### src/rtl/regfile_pkg.sv
// Shared register-file constants and write-address decode helper.
// Pure declarations: no latency, no flow control.
package regfile_pkg;

  localparam int DATA_W   = 32;
  localparam int ADDR_W   = 5;
  localparam int NUM_REGS = 32;
  localparam logic [ADDR_W-1:0] REG_ZERO = 5'd0;

  function automatic logic [NUM_REGS-1:0] addr_onehot(input logic [ADDR_W-1:0] a);
    logic [NUM_REGS-1:0] oh;
    oh    = '0;
    oh[a] = 1'b1;
    return oh;
  endfunction

endpackage

### src/rtl/reg_file_2r1w_if.sv
// Read/write port bundle of the 2R1W register file (decode stage reads, writeback writes).
// Reads are 0-cycle combinational, the write lands on the next clock edge; no backpressure.
interface reg_file_2r1w_if;
  import regfile_pkg::*;

  logic [ADDR_W-1:0] ard1;
  logic [ADDR_W-1:0] ard2;
  logic [ADDR_W-1:0] awr;
  logic [DATA_W-1:0] din;
  logic              wren;
  logic [DATA_W-1:0] dout1;
  logic [DATA_W-1:0] dout2;

  modport master (output ard1, ard2, awr, din, wren, input dout1, dout2);
  modport slave  (input ard1, ard2, awr, din, wren, output dout1, dout2);
endinterface

### src/rtl/mux32to1.sv
// 32-way read selector feeding one register-file read port.
// Purely combinational, 0-cycle latency; no flow control.
module mux32to1
  import regfile_pkg::*;
(
  input  logic [DATA_W-1:0] din [NUM_REGS],
  input  logic [ADDR_W-1:0] sel,
  output logic [DATA_W-1:0] dout
);

  assign dout = din[sel];

endmodule

### src/rtl/reg32_we.sv
// One register with synchronous load enable and asynchronous active-low clear.
// Load takes effect at the rising edge; the register never stalls.
module reg32_we #(
  parameter int W = 32
) (
  input  logic         clk,
  input  logic         rst_n,
  input  logic         ld,
  input  logic [W-1:0] d,
  output logic [W-1:0] q
);

  always_ff @(posedge clk or negedge rst_n) begin
    if (!rst_n)  q <= '0;
    else if (ld) q <= d;
  end

endmodule

### src/rtl/reg_file_2r1w.sv
// 32x32 register file: two combinational reads, one write at the clock edge; optional write-through
// forwarding under REGFILE_BYPASS_EN. Read latency 0 cycles, write visible next cycle; never stalls.
module reg_file_2r1w
  import regfile_pkg::*;
#(
  parameter bit ZERO_REG = 1'b1
) (
  input  logic                  clk,
  input  logic                  rst_n,
  reg_file_2r1w_if.slave        rf
);

  logic [NUM_REGS-1:0] we_vec;
  logic [DATA_W-1:0]   regs [NUM_REGS];
  logic [DATA_W-1:0]   rd1;
  logic [DATA_W-1:0]   rd2;

  assign we_vec = addr_onehot(rf.awr) & {NUM_REGS{rf.wren}};

  for (genvar i = 0; i < NUM_REGS; i++) begin : g_reg
    if (i == 0 && ZERO_REG) begin : g_zero
      // Hardwired R0: its decoded enable is intentionally left without a load.
      logic unused_we0;
      assign unused_we0 = we_vec[0];
      assign regs[i]    = '0;
    end else begin : g_store
      reg32_we #(.W(DATA_W)) u_reg (
        .clk   (clk),
        .rst_n (rst_n),
        .ld    (we_vec[i]),
        .d     (rf.din),
        .q     (regs[i])
      );
    end
  end

  mux32to1 u_mux1 (.din(regs), .sel(rf.ard1), .dout(rd1));
  mux32to1 u_mux2 (.din(regs), .sel(rf.ard2), .dout(rd2));

`ifdef REGFILE_BYPASS_EN
  logic wr_live;
  logic hit1;
  logic hit2;

  // Forwarding is gated by reset so the ports read 0 while the array is held clear.
  assign wr_live  = rst_n && rf.wren && !(ZERO_REG && (rf.awr == REG_ZERO));
  assign hit1     = wr_live && (rf.awr == rf.ard1);
  assign hit2     = wr_live && (rf.awr == rf.ard2);
  assign rf.dout1 = hit1 ? rf.din : rd1;
  assign rf.dout2 = hit2 ? rf.din : rd2;
`else
  assign rf.dout1 = rd1;
  assign rf.dout2 = rd2;
`endif

endmodule

### src/flat_wrapper.sv
// flat-port wrapper written by rule: the top's interface ports become plain ports
module reg_file_2r1w_flat import regfile_pkg::*;
#(
  parameter bit ZERO_REG = 1'b1
)
  (clk, rst_n, rf_ard1, rf_ard2, rf_awr, rf_din, rf_wren, rf_dout1, rf_dout2);
  reg_file_2r1w_if rf_i ();
  input  logic clk;
  input  logic rst_n;
  input wire logic [$bits(rf_i.ard1)-1:0] rf_ard1;
  input wire logic [$bits(rf_i.ard2)-1:0] rf_ard2;
  input wire logic [$bits(rf_i.awr)-1:0] rf_awr;
  input wire logic [$bits(rf_i.din)-1:0] rf_din;
  input wire logic [$bits(rf_i.wren)-1:0] rf_wren;
  output wire logic [$bits(rf_i.dout1)-1:0] rf_dout1;
  output wire logic [$bits(rf_i.dout2)-1:0] rf_dout2;
  assign rf_i.ard1 = rf_ard1;
  assign rf_i.ard2 = rf_ard2;
  assign rf_i.awr = rf_awr;
  assign rf_i.din = rf_din;
  assign rf_i.wren = rf_wren;
  assign rf_dout1 = rf_i.dout1;
  assign rf_dout2 = rf_i.dout2;
  reg_file_2r1w #(.ZERO_REG(ZERO_REG)) u_core (.clk(clk), .rst_n(rst_n), .rf(rf_i));
endmodule
### config.mk
export PLATFORM = sky130hd
export DESIGN_NAME = reg_file_2r1w_flat
export DESIGN_NICKNAME = d
export VERILOG_FILES = /design/src/rtl/regfile_pkg.sv /design/src/rtl/reg_file_2r1w_if.sv /design/src/rtl/mux32to1.sv /design/src/rtl/reg32_we.sv /design/src/rtl/reg_file_2r1w.sv /design/src/flat_wrapper.sv
export SDC_FILE = /design/constraint.sdc
export NUM_CORES = 2
export LEC_CHECK = 0
export BUFFER_PORTS_ARGS = -buffer_cell sky130_fd_sc_hd__buf_2
export CELL_PAD_IN_SITES_DETAIL_PLACEMENT = 0
export CELL_PAD_IN_SITES_GLOBAL_PLACEMENT = 2
export CORE_MARGIN = 2
export CORE_UTILIZATION = 36
export CTS_BUF_LIST = sky130_fd_sc_hd__clkbuf_4 sky130_fd_sc_hd__clkbuf_8
export DETAILED_ROUTE_END_ITERATION = 7
export PLACE_DENSITY = 0.65
export REMOVE_ABC_BUFFERS = 1
export SYNTH_ARGS = -nofsm -noshare
export SYNTH_HDL_FRONTEND = slang
export SYNTH_SLANG_ARGS = --single-unit
### constraint.sdc
create_clock -name clk -period 3.1 [get_ports clk]
set_clock_uncertainty 0.1 [all_clocks]
set_input_delay 0.62 -clock clk [delete_from_list [all_inputs] [get_ports clk]]
set_output_delay 0.62 -clock clk [all_outputs]
set_load 0.02 [all_outputs]
==> summary.md <==
| Metric | Value |
|---|---|
| Data arrival, critical path | `2580 ps` |
| Status | `complete, but fails checks` |
| Row cnt | `141` |
| Post-DRT Antenna Nets | `0` |
| RSZ-0062 raised after global routing | `yes` |
| Final Hold Fails | `0` |
| Worst setup margin | `-197 ps` |
| Fmax | `0.303 GHz` |
| Crit Path Category | `reg2out` |
| Layout Utilization | `43.9%` |
| Placer Congestion | `0.786` |
| Clk pwr share | `34.1%` |
| CP delay by family, top | `compound AO/OA/AOI/OAI gates` |
| GRT Total Usage | `23.7%` |
| Clk Tree Root Cell | `clkbuf_8` |
| TritonCTS buffer count | `186` |
| Most common cell after layout, fill and taps aside | `mux2_2` |
| Slew HR | `39.9%` |
| Buffers & Inverters on Critical Path | `1` |
| Die area | `151000 sq um` |
| Chip height | `388 um` |
| Largest regs | `u_core.g.g_store.u_reg.q x992` |
| Clk pin slew, worst setup/hold paths | `60 ps` |
| Post-synth EDFFs | `0` |
| Crit end category | `primary output` |
| Worst min path class | `in2async` |
| Largest net degree at the start of global routing | `83` |
| Avg Inst Size Synth | `14.8 sq um` |
| Crit path launch type | `flip-flop` |
| Skew-Pair Late Insertion Delay | `910 ps` |
| P&R area growth vs syn | `21.6%` |
| CP required | `2380 ps` |
| Post-route insts no fill | `5977` |
| Yosys top cell by area | `dfrtp_1` |
| Pint | `28.8 mW` |
| Period utilization | `106%` |
| TritonCTS clock tree | `done` |
| DR DRC count | `0` |
| Most frequent cells in the layout | `mux2_2 (1016), dfrtp_1 (992), mux4_2 (384)` |
| Via count | `34800` |
| Yosys reg bits | `992` |
| Max-Cap Viols | `0` |
| Final setup viols | `64` |
| Most flops, register | `u_core.g.g_store.u_reg.q` |
| DR pass1 iterations | `7` |
| CP cell instances | `mux4_2 > a22o_1 > o21ai_2 > o31ai_2 > buf_4` |
| YS warnings | `0` |
| Net count reported at finish | `3958` |
| Final HPWL DP | `111 mm` |
| Comb pwr share | `22.8%` |
| H-tree depth | `4` |
| Crit-path max cell delay | `490 ps` |
| Area contributors post-synth | `dfrtp_1 (47%), mux2_2 (22%), mux4_2 (16%)` |
| Slew Limit Fails | `0` |
| Min Tclk post-route | `3300 ps` |
| Pwr dens | `621 nW/um^2` |
| Crit path max fanout | `3` |
| Initial antenna violation count | `2` |
| Dpl cells | `5636` |
| Initial Util | `36.1%` |
| Slew at the pin closest to its max-slew limit | `901 ps` |
| Sw Pwr | `11.4 mW` |
| Violated checks | `negative setup slack` |
| Global-route wire length before repair | `263 mm` |
| Routed wire length | `178 mm` |
| Static leakage | `28.2 nW` |
| Clock Path Buffers | `3` |
| Synth Instances | `3597` |
| Post-synthesis sequential area ratio | `46.7%` |
| Vias in the first global route | `37200` |
| Synth cell types | `30` |
| WL/cell | `29.8 um` |
| Worst hold slack | `184 ps` |
| DRT iter0 DRCs | `1971` |
| Core Area | `147000 sq um` |
| Total grt overflow | `0` |
| CP max-delay cell | `mux4_2` |
| Die Wd | `388 um` |
| Post-Place Setup Slack | `-272 ps` |
| Vias per cell | `5.82` |
| Asr flop ratio synth | `100%` |
| Mapped Area | `53200 sq um` |
| Max IR drop VDD | `0.000377 V` |
| Fraction of layout cells with a size suffix above 1 | `60.3%` |
| Total power | `40.1 mW` |
| Register share of total power | `43.1%` |
| Sw frac | `28.4%` |
| IO Pins | `114` |
| Sink Count | `992` |
| Ys flop type | `dfrtp_1` |
| Largest register FFs | `992` |
| Share of the synthesized area in the top cell type | `46.7%` |
| IO Port Bufs | `113` |
-- path summary, 6_finish.rpt --
| path | start | end | slack, ps | cells after the start |
|---|---|---|---|---|
| min | rst_n | u_core.g_reg[1].g_store.u_reg.q[7]$_DFFE_PN0P_ | 180 | 2 |
| max in group asynchronous | rst_n | u_core.g_reg[4].g_store.u_reg.q[21]$_DFFE_PN0P_ | 1690 | 3 |
| max reg2reg | u_core.g_reg[23].g_store.u_reg.q[0]$_DFFE_PN0P_ | u_core.g_reg[23].g_store.u_reg.q[0]$_DFFE_PN0P_ | 1980 | 3 |
| max | u_core.g_reg[29].g_store.u_reg.q[5]$_DFFE_PN0P_ | rf_dout1[5] | -200 | 5 |
| min reg2reg | u_core.g_reg[20].g_store.u_reg.q[25]$_DFFE_PN0P_ | u_core.g_reg[20].g_store.u_reg.q[25]$_DFFE_PN0P_ | 400 | 1 |
| min in group clk | rf_din[23] | u_core.g_reg[8].g_store.u_reg.q[23]$_DFFE_PN0P_ | 240 | 2 |
-- layout make-up --
type	instances	area [sq um]
clock inverters	29	269
repair buffers	519	5700
fillers	13300	82600
well taps	1930	2410
multi-input cells	2207	27800
diodes	1	2.50
flip-flops and latches	992	24800
inverters	2	7.51
clock buffers	297	3700
-- worst register-to-register path: stages (launching register included) --
cell and delay [ps]:
dfrtp_1 400, buf_4 140, buf_4 120, mux2_2 250
-- routing by layer --
layer	routed length, um	global-route usage, %	vias to the layer above
met5	0	0	-
met4	4550	7.14	0
met3	7080	3.36	287
met2	84800	38.0	843
met1	81500	33.4	19000
li1	-	-	14700
-- what timing repair did --
| item | 4_1_cts | 5_1_grt |
|---|---|---|
| hold buffers | 1 | 0 |
| buffers inserted | 7 | 18 |
| setup endpoints to repair | 64 | 64 |
| gates resized for setup | 243 | 47 |
| gates cloned | 0 | 1 |
| endpoints found under the hold margin | 116 | 0 |
| pin swaps | 147 | 46 |
-- logic make-up (layout without fill, tap and decap cells) --
family                 Yosys count  in the layout  share of synthesized area [%]
AO/OA/AOI/OAI                  447            447                           6.31
flip-flops                     992            992                           46.7
AND/OR/NAND/NOR                127            127                           1.35
multiplexers                  1633           1633                           42.2
other                            0              1                              0
buffers and inverters          398            847                           3.44
-- synthesized netlist by cell type (all sizes together), types with 4 or more instances --
master	instances
a211oi	64
a22o	191
and2	66
buf	188
clkbuf	208
dfrtp	992
mux2	1055
mux2i	194
mux4	384
nand2	19
nand3b	4
nor2	19
nor2b	6
nor3b	4
o21ai	64
o22ai	64
o31ai	64
-- power groups by stage --
stage          clock network [mW]  registers (mW)  logic [mW]
2_1_floorplan                   0            16.9        5.77
3_5_place_dp                    0            17.5        8.65
5_1_grt                      14.7            17.7        9.80
4_1_cts                      14.1            17.3        9.11
6_report                     13.7            17.3        9.14
3_3_place_gp                    0            17.4        8.51
-- through the flow --
step | instance area (sq um) | TNS, ps
detailed placement | 59200 | -10260
global placement | 59200 | -10740
CTS | 64300 | -14990
finish | 64700 | -7680
floorplan | 51400 | -16090
global route | 64700 | -14780
No activity file was read; power rests on OpenSTA's default activity.
